===== config.mk =====
export PLATFORM = sky130hd
export DESIGN_NAME = audio_playback_ctrl_flat
export DESIGN_NICKNAME = d
export VERILOG_FILES = /design/src/rtl/audio_playback_ctrl_pkg.sv /design/src/rtl/audio_playback_ctrl_if.sv /design/src/rtl/audio_playback_ctrl_sample_tick_gen.sv /design/src/rtl/audio_playback_ctrl.sv /design/src/flat_wrapper.sv
export SDC_FILE = /design/constraint.sdc
export NUM_CORES = 1
export LEC_CHECK = 0
export ABC_AREA = 1
export BUFFER_PORTS_ARGS = -buffer_cell sky130_fd_sc_hd__buf_2
export CORE_MARGIN = 8
export CORE_UTILIZATION = 63
export CTS_BUF_LIST = sky130_fd_sc_hd__clkbuf_8 sky130_fd_sc_hd__clkbuf_16
export DETAILED_ROUTE_END_ITERATION = 10
export PLACE_DENSITY_LB_ADDON = 0.2
export SYNTH_ARGS = -nofsm -noshare
export SYNTH_HDL_FRONTEND = slang
export SYNTH_SLANG_ARGS = --single-unit

===== constraint.sdc =====
create_clock -name clock -period 5.5 [get_ports clock]
set_input_delay 0.55 -clock clock [delete_from_list [all_inputs] [get_ports clock]]
set_output_delay 0.55 -clock clock [all_outputs]
set_load 0.1 [all_outputs]

===== src/rtl/audio_playback_ctrl_pkg.sv =====
// Shared types and constants for the audio playback controller.
// Holds the FSM state encoding, default geometry and the half-word select helper.
package audio_pkg;

  localparam int ADDR_W = 23;
  localparam logic [ADDR_W-1:0] LAST_ADDR = 23'h7FFFF;
  localparam int SAMPLE_W = 16;
  localparam int WORD_W = 2 * SAMPLE_W;
  localparam int SPEED_W = 16;
  localparam logic [SPEED_W-1:0] SPEED_DEFAULT = 16'd1136;

  typedef enum logic [2:0] {
    IDLE,
    REQ,
    WAIT_DATA,
    HALF0,
    HALF1
  } play_state_t;

  // lo=1 picks the low sample of the word, lo=0 the high sample
  function automatic logic [SAMPLE_W-1:0] pick_half(input logic [WORD_W-1:0] word,
                                                    input logic lo);
    return lo ? word[SAMPLE_W-1:0] : word[WORD_W-1:SAMPLE_W];
  endfunction

endpackage


===== src/rtl/audio_playback_ctrl_if.sv =====
// Flash read port: read/waitrequest/readdatavalid handshake on word addresses.
// The controller is the master; the flash (or its model) is the slave.
interface audio_playback_ctrl_if #(
  parameter int ADDR_W = 23,
  parameter int DATA_W = 32
) ();

  logic              flash_read;
  logic [ADDR_W-1:0] flash_address;
  logic              flash_waitrequest;
  logic              flash_readdatavalid;
  logic [DATA_W-1:0] flash_readdata;

  modport master (
    output flash_read,
    output flash_address,
    input  flash_waitrequest,
    input  flash_readdatavalid,
    input  flash_readdata
  );

  modport slave (
    input  flash_read,
    input  flash_address,
    output flash_waitrequest,
    output flash_readdatavalid,
    output flash_readdata
  );

endinterface


===== src/rtl/audio_playback_ctrl_sample_tick_gen.sv =====
// Sample-rate divider: one tick every max(speed_control,1) cycles while enabled.
// The >= compare lets a shortened period take effect at once instead of wrapping.
module sample_tick_gen
  import audio_pkg::*;
(
  input  logic               clock,
  input  logic               reset,
  input  logic               enable,
  input  logic [SPEED_W-1:0] speed_control,
  output logic               tick
);

  logic [SPEED_W-1:0] r_count;
  logic [SPEED_W-1:0] w_limit;
  logic               w_expire;

  assign w_limit  = (speed_control == '0) ? '0 : speed_control - 1'b1;
  assign w_expire = (r_count >= w_limit);
  assign tick     = enable && w_expire;

  always_ff @(posedge clock) begin
    if (reset) begin
      r_count <= '0;
    end else if (!enable || w_expire) begin
      r_count <= '0;
    end else begin
      r_count <= r_count + 1'b1;
    end
  end

endmodule


===== src/rtl/audio_playback_ctrl.sv =====
// Audio playback sequencer: fetches 32-bit flash words and plays them out as
// two 16-bit samples on each divider tick, with pause, direction and restart.
module audio_playback_ctrl #(
  parameter int ADDR_W = audio_pkg::ADDR_W,
  parameter logic [ADDR_W-1:0] LAST_ADDR = audio_pkg::LAST_ADDR,
  parameter int SAMPLE_W = audio_pkg::SAMPLE_W
) (
  input  logic                clock,
  input  logic                reset,
  input  logic [15:0]         speed_control,
  input  logic                play,
  input  logic                forward,
  input  logic                restart,
  audio_playback_ctrl_if.master flash,
  output logic [SAMPLE_W-1:0] sample_out,
  output logic                sample_valid,
  output logic                underrun
);

  import audio_pkg::*;

  play_state_t         r_state;
  play_state_t         w_state_nxt;
  logic [ADDR_W-1:0]   r_addr;
  logic [ADDR_W-1:0]   w_addr_nxt;
  logic [2*SAMPLE_W-1:0] r_word;
  logic                r_dir;
  logic [SAMPLE_W-1:0] r_sample;
  logic                r_valid;
  logic                r_underrun;
  logic                r_restart_pending;

  logic                w_tick;
  logic                w_emit;
  logic [SAMPLE_W-1:0] w_emit_data;
  logic                w_underrun;
  logic                w_latch;
  logic                w_enter_req;
  logic                w_restart_load;

  function automatic logic [ADDR_W-1:0] step_addr(input logic [ADDR_W-1:0] addr,
                                                  input logic fwd);
    if (fwd) return (addr == LAST_ADDR) ? '0 : addr + 1'b1;
    return (addr == '0) ? LAST_ADDR : addr - 1'b1;
  endfunction

  sample_tick_gen u_tick (
    .clock         (clock),
    .reset         (reset),
    .enable        (play),
    .speed_control (speed_control),
    .tick          (w_tick)
  );

  always_ff @(posedge clock) begin
    if (reset) begin
      r_state <= IDLE;
    end else begin
      r_state <= w_state_nxt;
    end
  end

  always_comb begin
    w_state_nxt = r_state;
    w_addr_nxt  = r_addr;
    w_emit      = 1'b0;
    w_emit_data = r_sample;
    w_underrun  = 1'b0;
    w_latch     = 1'b0;
    w_enter_req = 1'b0;
    case (r_state)
      IDLE: begin
        if (play) begin
          w_state_nxt = REQ;
          w_enter_req = 1'b1;
        end
      end
      REQ: begin
        w_underrun = w_tick;
        if (!flash.flash_waitrequest) w_state_nxt = WAIT_DATA;
      end
      WAIT_DATA: begin
        w_underrun = w_tick;
        if (flash.flash_readdatavalid) begin
          w_latch     = 1'b1;
          w_state_nxt = HALF0;
        end
      end
      HALF0: begin
        if (w_tick) begin
          w_emit      = 1'b1;
          w_emit_data = pick_half(r_word, r_dir);
          w_state_nxt = HALF1;
        end
        if (restart) begin
          w_state_nxt = REQ;
          w_enter_req = 1'b1;
        end
      end
      HALF1: begin
        if (w_tick) begin
          w_emit      = 1'b1;
          w_emit_data = pick_half(r_word, !r_dir);
          w_addr_nxt  = step_addr(r_addr, r_dir);
          w_state_nxt = REQ;
          w_enter_req = 1'b1;
        end
        if (restart) begin
          w_state_nxt = REQ;
          w_enter_req = 1'b1;
        end
      end
      default: w_state_nxt = IDLE;
    endcase
    // a pending or same-cycle restart overrides any address step
    w_restart_load = w_enter_req && (restart || r_restart_pending);
    if (w_restart_load) w_addr_nxt = forward ? '0 : LAST_ADDR;
  end

  always_ff @(posedge clock) begin
    if (reset) begin
      r_addr            <= '0;
      r_word            <= '0;
      r_dir             <= 1'b1;
      r_sample          <= '0;
      r_valid           <= 1'b0;
      r_underrun        <= 1'b0;
      r_restart_pending <= 1'b0;
    end else begin
      r_addr     <= w_addr_nxt;
      r_valid    <= w_emit;
      r_underrun <= w_underrun;
      if (w_latch) begin
        r_word <= flash.flash_readdata;
        r_dir  <= forward;
      end
      if (w_emit) r_sample <= w_emit_data;
      if (w_restart_load) begin
        r_restart_pending <= 1'b0;
      end else if (restart) begin
        r_restart_pending <= 1'b1;
      end
    end
  end

  assign flash.flash_read    = (r_state == REQ);
  assign flash.flash_address = r_addr;
  assign sample_out          = r_sample;
  assign sample_valid        = r_valid;
  assign underrun            = r_underrun;

endmodule


===== src/flat_wrapper.sv =====
// flat-port wrapper written by rule: the top's interface ports become plain ports
module audio_playback_ctrl_flat import audio_pkg::*;
#(
  parameter int ADDR_W = audio_pkg::ADDR_W,
  parameter logic [ADDR_W-1:0] LAST_ADDR = audio_pkg::LAST_ADDR,
  parameter int SAMPLE_W = audio_pkg::SAMPLE_W
)
  (clock, reset, speed_control, play, forward, restart, sample_out, sample_valid, underrun, flash_flash_read, flash_flash_address, flash_flash_waitrequest, flash_flash_readdatavalid, flash_flash_readdata);
  audio_playback_ctrl_if #(.ADDR_W(ADDR_W), .DATA_W(32)) flash_i ();
  input  logic clock;
  input  logic reset;
  input  logic [15:0] speed_control;
  input  logic play;
  input  logic forward;
  input  logic restart;
  output logic [SAMPLE_W-1:0] sample_out;
  output logic sample_valid;
  output logic underrun;
  output wire logic [$bits(flash_i.flash_read)-1:0] flash_flash_read;
  output wire logic [$bits(flash_i.flash_address)-1:0] flash_flash_address;
  input wire logic [$bits(flash_i.flash_waitrequest)-1:0] flash_flash_waitrequest;
  input wire logic [$bits(flash_i.flash_readdatavalid)-1:0] flash_flash_readdatavalid;
  input wire logic [$bits(flash_i.flash_readdata)-1:0] flash_flash_readdata;
  assign flash_flash_read = flash_i.flash_read;
  assign flash_flash_address = flash_i.flash_address;
  assign flash_i.flash_waitrequest = flash_flash_waitrequest;
  assign flash_i.flash_readdatavalid = flash_flash_readdatavalid;
  assign flash_i.flash_readdata = flash_flash_readdata;
  audio_playback_ctrl #(.ADDR_W(ADDR_W), .LAST_ADDR(LAST_ADDR), .SAMPLE_W(SAMPLE_W)) u_core (.clock(clock), .reset(reset), .speed_control(speed_control), .play(play), .forward(forward), .restart(restart), .flash(flash_i), .sample_out(sample_out), .sample_valid(sample_valid), .underrun(underrun));
endmodule

==> metrics.md, run 1 <==
| Metric | Value |
|---|---|
| Outcome | `finished clean` |
| Diodes inserted | `0` |
| Synth Warn # | `0` |
| Worst-path clk slew | `0.10 ns` |
| Max-slew violation count | `0` |
| Synth cell types | `50` |
| Rel. slew slack | `0.226` |
| Worst EP required | `5.78 ns` |
| Initial antenna violation count | `0` |
| RSZ-0062 raised after global routing | `false` |
| Post-synth top area cell | `dfxtp_1` |
| Vias | `6444` |
| Final hold slack | `0.391 ns` |
| Clock root buffer | `clkbuf_8` |
| Post-Route Utilization | `0.695` |
| Finish-stage setup viols | `0` |
| Register area share after synthesis | `0.294` |
| Fin crit share | `0.649` |
| Cell Count, Final, Fillers Out | `1191` |
| # DRC | `0` |
| Buffers added on ports | `96` |
| Fin nets | `1127` |
| Register area | `1880 um^2` |
| GRT Overall Usage | `0.248` |
| # IOs | `97` |
| Final clock skew | `0.0115 ns` |
| CTS Buf Count | `9` |
| FMAX | `280 MHz` |
| Leak | `3.39 nW` |
| WL/cell | `13.5 um` |
| Worst skew pair latency | `0.37 ns` |
| Filler Cells Inserted | `919` |
| Area growth from synthesis to layout | `9.57%` |
| Post-route cell area | `7020 um^2` |
| Detailed Place HPWL | `11700 um` |
| Initial core utilization | `0.635` |
| Worst Path Arrival | `3.85 ns` |
| Worst Setup Path Type | `primary input to flop` |
| Post-synth EDFFs | `0` |
| Fraction of registers with async set/reset | `0` |
| CTS tree | `built` |
| Overflow after GRT | `0` |
| Critical Path Start Type | `primary input` |
| Worst-path fanout max | `21` |
| Worst slew pin tran | `1.16 ns` |
| Setup_tns | `0 ns` |
| Critical Path Sink Type | `flop` |
| Synth Instances | `978` |
| Total power | `2.69 mW` |
| Avg Vias per Cell | `5.41` |
| Area contributors post-synth | `dfxtp_1 29%, nand2_1 13%, nor2_1 9.5%` |
| Area taken by multi-input logic gates | `3910 um^2` |
| Core box area | `10100 um^2` |
| Peak supply drop | `0.000196 V` |
| Cell total after placement | `1175` |
| # Post-CTS Setup Buffers | `0` |
| Yosys reg bits | `94` |
| PnR worst setup slack | `1.93 ns` |
| Most common cell after layout, fill and taps aside | `nand2_1` |
| DP Area | `6840 um^2` |
| Detail Route Antenna Nets | `0` |
| Iter 0 DRT Violations | `564` |
| Hold Path Class | `primary input to flop` |
| Largest net degree at the start of global routing | `58` |
| DRT Pass-1 Iters | `5` |
| Final hold vios | `0` |
| Wirelength, routed | `16100 um` |
| Synth Area per Inst | `6.55 um^2` |
| Wire length of the first global-routing pass | `27600 um` |
| PostCTS Resize Cnt | `0` |
| Vias in the first global route | `6004` |
| Post-synth top flop | `dfxtp_1` |
| Hold buffer count at cts | `0` |
| Post-Syn Nets | `1055` |
| Commonest cells after routing, fill and taps aside | `221 x nand2_1, 162 x nor2_1, 96 x buf_2` |
| Routability cong. | `0.949` |
| Die height | `117 um` |
| Layout cell share with drive strength beyond 1 | `0.173` |
| Synth top area share | `0.294` |
| DIE AREA | `13600 um^2` |
| Synth Cell Area | `6400 um^2` |
| Die width | `117 um` |
| Dpl ws | `1.58 ns` |
| CTS Sinks | `94` |
| Row Count | `37` |
| Max_cap viols | `0` |
| Htree depth | `3` |
| Cell area power density | `384 nW/um^2` |
| Final min period | `3.57 ns` |
| Clock buffer depth | `2` |
==> state kept, by name (all words and copies together), names as in the netlist <==
signal and count:
u_core.underrun 1, u_core.u_tick.r_count 16, u_core.sample_valid 1, u_core.sample_out 16, u_core.r_state 3, u_core.r_restart_pending 1
u_core.r_word 32, u_core.flash.flash_address 23, u_core.r_dir 1
==> final timing paths <==
| kind | startpoint | to | slack, ns | cells past startpoint |
|---|---|---|---|---|
| setup / recovery | speed_control[0] | u_core.flash.flash_address[16] | 1.93 | 20 |
| hold reg to reg | u_core.r_word[15] | u_core.r_word[15] | 0.46 | 2 |
| setup reg to reg | u_core.r_dir | u_core.sample_out[15] | 2.59 | 6 |
| hold / removal | flash_flash_readdata[30] | u_core.r_word[30] | 0.39 | 3 |
==> logic make-up (layout without fill, tap and decap cells) <==
group / after synthesis / after routing / share of synthesized area
XOR/XNOR: 29 / 29 / 0.0408
AND/OR/NAND/NOR: 541 / 541 / 0.395
flip-flops: 94 / 94 / 0.294
buffers and inverters: 137 / 214 / 0.0953
AO/OA/AOI/OAI: 155 / 155 / 0.132
adder cells (fa/ha/maj): 22 / 22 / 0.0430
==> worst max-delay path: stages <==
cell and delay [ns]:
buf_2 0.10, inv_1 0.08, nand2_1 0.09, nor4_2 0.27
nand3_1 0.23, nor3_2 0.27, nand2_1 0.11, xor2_1 0.15
nand2_1 0.08, ha_1 0.30, a21oi_1 0.14, o21ai_0 0.11
a21oi_2 0.17, nand2_2 0.09, nand2_4 0.12, nor2_8 0.07
inv_1 0.59, nand3_1 0.17, nand2_1 0.10, nor2_1 0.05
==> Yosys cell counts (10+ instances only) <==
| cell type | number |
|---|---|
| buf_6 | 11 |
| o21ai_1 | 13 |
| o21ai_0 | 62 |
| nand4_1 | 14 |
| a21oi_1 | 53 |
| nand3_1 | 60 |
| dfxtp_1 | 94 |
| nand2_2 | 11 |
| o211ai_1 | 10 |
| inv_1 | 92 |
| xor2_1 | 24 |
| clkbuf_1 | 18 |
| nor2_1 | 162 |
| ha_1 | 22 |
| nor3_1 | 16 |
| nand2_1 | 221 |
==> power breakdown <==
part,switching [mW],total (mW),internal (mW)
Combinational,1.00,1.37,0.373
Clock,0.266,0.436,0.170
Sequential,0.110,0.883,0.773
==> layer usage <==
metal	GRT usage	wire, um	up-vias
met1	0.322	7260	2879
li1	-	-	3298
met2	0.406	7250	247
met5	0	0	-
met4	0.0896	265	0
met3	0.0416	1300	20
==> area by class of cell <==
cell class / count / share of cell area
Timing Repair Buffer: 98 / 0.0706
Clock inverter: 7 / 0.00802
Inverter: 100 / 0.0538
Sequential cell: 94 / 0.268
Clock buffer: 9 / 0.0177
Multi-Input combinational cell: 747 / 0.557
Tap cell: 136 / 0.0242
Note: power is estimated with default switching activity, not from simulation.
==> run 2, diff against run 1 <==
--- a/config.mk
+++ b/config.mk
@@ -8,7 +8,7 @@
 export ABC_AREA = 1
 export BUFFER_PORTS_ARGS = -buffer_cell sky130_fd_sc_hd__buf_2
 export CORE_MARGIN = 8
-export CORE_UTILIZATION = 63
+export CORE_UTILIZATION = 58
 export CTS_BUF_LIST = sky130_fd_sc_hd__clkbuf_8 sky130_fd_sc_hd__clkbuf_16
 export DETAILED_ROUTE_END_ITERATION = 10
 export PLACE_DENSITY_LB_ADDON = 0.2
==> constraint.sdc (replaced) <==
create_clock -name clock -period 3.3 [get_ports clock]
set_input_delay 0.33 -clock clock [delete_from_list [all_inputs] [get_ports clock]]
set_output_delay 0.33 -clock clock [all_outputs]
set_load 0.1 [all_outputs]
==> run 2 against run 1 <==
Net effect: total power rose by 73%; combinational power rose by 73%; via count rose by 1.4%; register-to-register slack got worse by 1.5 ns; largest power group unchanged; hold slack got worse by 0.22 ns; sequential power rose by 65%; global-route usage fell by 1.9 points; die area rose by 7.4%; clock power rose by 87%; sequential cell count did not move; sequential share of layout area fell by 0.78 points; largest cell class unchanged.
==> metrics.md, run 2 (synthesized netlist as in run 1, its figures left out) <==
| Metric | Value |
|---|---|
| Outcome | `finished clean (unchanged)` |
| Combinational share of power | `0.509 (was 0.510)` |
| Routability cong. | `0.932 (was 0.949)` |
| CTS Sinks | `94 (unchanged)` |
| Leak | `3.51 nW (was 3.39 nW)` |
| DRT Pass-1 Iters | `6 (was 5)` |
| # IOs | `97 (unchanged)` |
| Total power | `4.65 mW (was 2.69 mW)` |
| Buffers added on ports | `96 (unchanged)` |
| Hold Path Class | `primary input to flop (unchanged)` |
| Die height | `121 um (was 117 um)` |
| Critical Path Start Type | `primary input (unchanged)` |
| Worst EP required | `3.58 ns (was 5.78 ns)` |
| Initial core utilization | `0.593 (was 0.635)` |
| Row Count | `38 (was 37)` |
| Detailed Place HPWL | `12100 um (was 11700 um)` |
| Final hold vios | `0 (unchanged)` |
| Finish-stage setup viols | `0 (unchanged)` |
| Htree depth | `3 (unchanged)` |
| Clk pwr share | `0.176 (was 0.162)` |
| Overflow after GRT | `0 (unchanged)` |
| Worst-path fanout max | `20 (was 21)` |
| Vias in the first global route | `5950 (was 6004)` |
| Worst Setup Path Type | `primary input to flop (unchanged)` |
| Cell area power density | `643 nW/um^2 (was 384 nW/um^2)` |
| Fin crit share | `0.887` |
| Post-route cell area | `7230 um^2 (was 7020 um^2)` |
| RSZ-0062 raised after global routing | `false (unchanged)` |
| Switching Share | `0.501 (was 0.511)` |
| DP Area | `7000 um^2 (was 6840 um^2)` |
| CTS tree | `built (unchanged)` |
| Clock root buffer | `clkbuf_8 (unchanged)` |
| Critical Path Sink Type | `flop (unchanged)` |
| Sequential power share | `0.315 (was 0.328)` |
| NetSw | `2.33 mW (was 1.38 mW)` |
| Post-Route Utilization | `0.670 (was 0.695)` |
| Max_cap viols | `0 (unchanged)` |
| Final clock skew | `0.0154 ns (was 0.0115 ns)` |
| Worst Path Arrival | `3.21 ns (was 3.85 ns)` |
| CTS Buf Count | `9 (unchanged)` |
| Wire length of the first global-routing pass | `28100 um (was 27600 um)` |
| WL/cell | `13.8 um (was 13.5 um)` |
| Cell Count, Final, Fillers Out | `1209 (was 1191)` |
| Most common cell after layout, fill and taps aside | `nand2_1 (unchanged)` |
| Int Power | `2.32 mW (was 1.32 mW)` |
| Commonest cells after routing, fill and taps aside | `221 x nand2_1, 162 x nor2_1, 96 x buf_2 (unchanged)` |
| Rel. slew slack | `0.529 (was 0.226)` |
| Final min period | `2.93 ns` |
| Peak supply drop | `0.000358 V (was 0.000196 V)` |
| Max FFs per register | `32 (unchanged)` |
| GRT Overall Usage | `0.229 (was 0.248)` |
| Die width | `121 um (was 117 um)` |
| Wirelength, routed | `16600 um (was 16100 um)` |
| Max-slew violation count | `0 (unchanged)` |
| # DRC | `0 (unchanged)` |
| Layout cell share with drive strength beyond 1 | `0.186 (was 0.173)` |
| Iter 0 DRT Violations | `582 (was 564)` |
| FMAX | `342 MHz` |
| Diodes inserted | `0 (unchanged)` |
| Worst skew pair latency | `0.38 ns (was 0.37 ns)` |
| Worst slew pin tran | `0.705 ns (was 1.16 ns)` |
| Area growth from synthesis to layout | `12.8% (was 9.57%)` |
| Core box area | `10800 um^2 (was 10100 um^2)` |
| Worst-path clk slew | `0.10 ns (about the same)` |
| Detail Route Antenna Nets | `0 (unchanged)` |
| Filler Cells Inserted | `1007 (was 919)` |
| Cell total after placement | `1193 (was 1175)` |
| Clock buffer depth | `2 (unchanged)` |
| Largest net degree at the start of global routing | `58 (unchanged)` |
| Largest Register | `u_core.r_word (unchanged)` |
| Fin nets | `1141 (was 1127)` |
| Vias | `6534 (was 6444)` |
| Initial antenna violation count | `0 (unchanged)` |
| Avg Vias per Cell | `5.40 (was 5.41)` |
| DIE AREA | `14700 um^2 (was 13600 um^2)` |
[run 2: what timing repair did]
action,in CTS,in global routing
hold buffers,0,0
endpoints found under the setup margin,0,19
buffers inserted,0,0
resized for setup,0,4
[run 2: final timing paths]
kind,slack (ns),end,depth (start not counted),from
max reg2reg,1.07,u_core.flash.flash_address[19],10,u_core.flash.flash_address[0]
min reg2reg,0.46,u_core.r_word[1],2,u_core.r_word[1]
min,0.17,u_core.r_word[24],3,flash_flash_readdata[24]
max,0.37,u_core.flash.flash_address[10],24,speed_control[0]
[run 2: critical path, cell delays in order]
cell      delay [ns]
buf_2           0.10
inv_1           0.06
buf_4           0.11
ha_1            0.18
nand2_1         0.09
nor2_1          0.22
inv_1           0.14
nor4_1          0.19
o211ai_1        0.14
ha_1            0.29
nand2_1         0.07
nor3_1          0.24
nand2_2         0.09
nand2_2         0.08
nand2_4         0.09
nand2_4         0.08
nand2_4         0.06
nand2_4         0.08
nand2_4         0.10
buf_12          0.18
nand2_1         0.06
nand2_1         0.06
nor2_2          0.12
nor2_2          0.04
[run 2: power by group through the flow]
| stage | clock network, mW | logic (mW) | registers [mW] |
|---|---|---|---|
| 2_1_floorplan | 0 | 1.51 | 1.88 |
| 3_3_place_gp | 0 | 2.30 | 1.48 |
| 3_5_place_dp | 0 | 2.33 | 1.48 |
| 4_1_cts | 0.826 | 2.34 | 1.46 |
| 5_1_grt | 0.876 | 2.60 | 1.49 |
| 6_report | 0.817 | 2.37 | 1.46 |
[run 2: layout make-up]
class,count,area (um^2),area share
inverter,100,378,0.0523
clock inverter,7,78.8,0.0109
timing repair buffer,112,651,0.0900
tap,140,175,0.0242
multi-input combinational,747,3940,0.545
sequential,94,1880,0.260
clock buffer,9,124,0.0171
[run 2: per-layer routing]
layer / wire length [um] / up-vias / global-route usage / part of all wire
met1: 7910 / 2923 / 0.315 / 0.48
li1: - / 3341 / - / -
met2: 7130 / 247 / 0.351 / 0.43
met4: 232 / 0 / 0.0648 / 0.014
met5: 0 / - / 0 / 0
met3: 1360 / 23 / 0.0507 / 0.082
[run 2: metrics by stage]
step | hold WS (ns) | worst slack (ns) | TNS, ns
after floorplan | 0.425 | 0.109 | 0
after global placement | 0.438 | 0.0255 | 0
after detailed placement | 0.448 | -0.0799 | -0.803
after CTS | 0.167 | 0.308 | 0
after global routing | 0.180 | 0.0534 | 0
final | 0.168 | 0.374 | 0
==> run 3, diff against run 2 <==
--- a/config.mk
+++ b/config.mk
@@ -7,8 +7,10 @@
 export LEC_CHECK = 0
 export ABC_AREA = 1
 export BUFFER_PORTS_ARGS = -buffer_cell sky130_fd_sc_hd__buf_2
+export CELL_PAD_IN_SITES_DETAIL_PLACEMENT = 1
+export CELL_PAD_IN_SITES_GLOBAL_PLACEMENT = 2
 export CORE_MARGIN = 8
-export CORE_UTILIZATION = 58
+export CORE_UTILIZATION = 31
 export CTS_BUF_LIST = sky130_fd_sc_hd__clkbuf_8 sky130_fd_sc_hd__clkbuf_16
 export DETAILED_ROUTE_END_ITERATION = 10
 export PLACE_DENSITY_LB_ADDON = 0.2
==> constraint.sdc (replaced) <==
create_clock -name clock -period 3.3 [get_ports clock]
set_input_delay 0.66 -clock clock [delete_from_list [all_inputs] [get_ports clock]]
set_output_delay 0.66 -clock clock [all_outputs]
set_load 0.1 [all_outputs]
==> run 3 against run 2 <==
Net effect: combinational power grew 10%; critical path depth up 1; clock skew shrank 0.0044 ns; maximum frequency shrank 6.1%; wire length up 30%; hold slack gained 0.29 ns; largest cell class unchanged.
==> metrics.md, run 3 (synthesized netlist as in run 1, its figures left out) <==
| Metric | Value |
|---|---|
| Most common cell after layout, fill and taps aside | `nand2_1 (unchanged)` |
| Post-Route Utilization | `0.397 (was 0.670)` |
| CTS Sinks | `94 (unchanged)` |
| Buffers added on ports | `96 (unchanged)` |
| FF-to-FF setup slack | `0.91 ns (was 1.07 ns)` |
| Detail Route Antenna Nets | `0 (unchanged)` |
| Layout cell share with drive strength beyond 1 | `0.237 (was 0.186)` |
| Iter 0 DRT Violations | `255 (was 582)` |
| Critical Path Sink Type | `flop (unchanged)` |
| # IOs | `97 (unchanged)` |
| Row Count | `52 (was 38)` |
| Largest Register | `u_core.r_word (unchanged)` |
| FMAX | `321 MHz (was 342 MHz)` |
| Worst slew pin tran | `0.784 ns (was 0.705 ns)` |
| Worst EP required | `3.55 ns (was 3.58 ns)` |
| Final clock skew | `0.0110 ns (was 0.0154 ns)` |
| # DRC | `0 (unchanged)` |
| Outcome | `finished clean (unchanged)` |
| GRT Overall Usage | `0.165 (was 0.229)` |
| Avg Vias per Cell | `4.82 (was 5.40)` |
| Worst-path fanout max | `9 (was 20)` |
| Diodes inserted | `0 (unchanged)` |
| Clock root buffer | `clkbuf_16 (was clkbuf_8)` |
| Worst-path clk slew | `0.08 ns (was 0.10 ns)` |
| Die width | `160 um (was 121 um)` |
| Critical Path Start Type | `primary input (unchanged)` |
| Rel. slew slack | `0.476 (was 0.529)` |
| Max_cap viols | `0 (unchanged)` |
| Largest net degree at the start of global routing | `32 (was 58)` |
| Cell Count, Final, Fillers Out | `1383 (was 1209)` |
| Final min period | `3.12 ns (was 2.93 ns)` |
| Final hold vios | `0 (unchanged)` |
| Wirelength, routed | `21600 um (was 16600 um)` |
| Max-slew violation count | `0 (unchanged)` |
| Max FFs per register | `32 (unchanged)` |
| Wire length of the first global-routing pass | `35200 um (was 28100 um)` |
| Core box area | `20200 um^2 (was 10800 um^2)` |
| Total power | `5.16 mW (was 4.65 mW)` |
| Worst Path Arrival | `3.37 ns (was 3.21 ns)` |
| Area growth from synthesis to layout | `25.4% (was 12.8%)` |
| Routability cong. | `0.797 (was 0.932)` |
| Initial core utilization | `0.317 (was 0.593)` |
| Clock buffer depth | `2 (unchanged)` |
| Die height | `160 um (was 121 um)` |
| Cell total after placement | `1360 (was 1193)` |
| Vias | `6660 (was 6534)` |
| Filler Cells Inserted | `2613 (was 1007)` |
| Worst skew pair latency | `0.36 ns (was 0.38 ns)` |
| DIE AREA | `25500 um^2 (was 14700 um^2)` |
| Detailed Place HPWL | `15900 um (was 12100 um)` |
| Vias in the first global route | `6892 (was 5950)` |
| DRT Pass-1 Iters | `4 (was 6)` |
| Htree depth | `3 (unchanged)` |
| Fin nets | `1185 (was 1141)` |
| CTS Buf Count | `9 (unchanged)` |
| Leak | `3.81 nW (was 3.51 nW)` |
| Peak supply drop | `0.000287 V (was 0.000358 V)` |
| Hold Path Class | `flop to flop (was primary input to flop)` |
| Worst Setup Path Type | `primary input to flop (unchanged)` |
| WL/cell | `15.6 um (was 13.8 um)` |
| Cell area power density | `642 nW/um^2 (was 643 nW/um^2)` |
| CTS tree | `built (unchanged)` |
| Commonest cells after routing, fill and taps aside | `218 x nand2_1, 154 x nor2_1, 96 x buf_2 (was 221 x nand2_1, 162 x nor2_1, 96 x buf_2)` |
| Fin crit share | `0.944 (was 0.887)` |
| Finish-stage setup viols | `0 (unchanged)` |
| Initial antenna violation count | `1 (was 0)` |
| Overflow after GRT | `0 (unchanged)` |
run 3: stage by stage:
step / hold WS [ns] / setup TNS [ns] / setup WS [ns] / instance area, um^2
4_1_cts: 0.463 / 0 / 0.0407 / 7790
3_5_place_dp: 0.450 / -15.04 / -0.380 / 7490
2_1_floorplan: 0.425 / 0 / 0.0372 / 6400
6_report: 0.457 / 0 / 0.183 / 8030
3_3_place_gp: 0.442 / -12.35 / -0.323 / 7490
5_1_grt: 0.479 / -0.541 / -0.0416 / 8030
run 3: metal layers:
layer / up-vias / global-route usage / routed length [um]
met2: 113 / 0.261 / 9410
li1: 3421 / - / -
met3: 16 / 0.0262 / 829
met4: 2 / 0.0407 / 232
met5: - / 0 / 10
met1: 3108 / 0.230 / 11100
run 3: final cells by class:
| class | instances | area [um^2] | share of cell area |
|---|---|---|---|
| multi-input cells | 748 | 4060 | 0.505 |
| clock inverters | 7 | 75.1 | 0.00935 |
| repair buffers | 155 | 1070 | 0.134 |
| flip-flops and latches | 94 | 1880 | 0.234 |
| well taps | 270 | 338 | 0.0421 |
| inverters | 100 | 378 | 0.0470 |
| clock buffers | 9 | 225 | 0.0280 |
run 3: final timing paths:
check | cells past startpoint | startpoint | endpoint
min | 2 | u_core.r_word[16] | u_core.r_word[16]
max | 25 | speed_control[13] | u_core.flash.flash_address[17]
max reg2reg | 12 | u_core.flash.flash_address[0] | u_core.flash.flash_address[15]
min reg2reg | 2 | u_core.r_word[16] | u_core.r_word[16]
run 3: power by group:
| part | total (mW) | switching (mW) | leakage [nW] | internal (mW) |
|---|---|---|---|---|
| clock network | 1.07 | 0.536 | 0.145 | 0.539 |
| logic | 2.61 | 1.84 | 2.90 | 0.773 |
| registers | 1.47 | 0.185 | 0.764 | 1.29 |
| total | 5.16 | 2.56 | 3.81 | 2.60 |
run 3: what timing repair did:
action                     in CTS  in global routing
gates cloned                    0                  3
resized for setup               1                 32
pin swaps                       0                  3
hold endpoints to repair        0                  0
hold buffers                    0                  0
setup buffers                   0                  4
setup endpoints to repair      14                 43
run 3: critical path, stage by stage:
cell	delay [ns]
buf_2	0.12
nor2_4	0.10
inv_1	0.06
buf_4	0.14
nor4_4	0.23
nand4_1	0.13
buf_4	0.18
nand3_1	0.08
ha_1	0.24
nand2_1	0.06
nand2_1	0.04
nand2_1	0.05
nand2_1	0.05
nor2_1	0.11
nand2_1	0.10
nand2_2	0.10
nand2_2	0.06
nand2_4	0.09
nand2_4	0.05
nand2_4	0.10
nand2_8	0.08
nand3_2	0.27
nand2_1	0.09
nor2_1	0.11
nor2_1	0.05
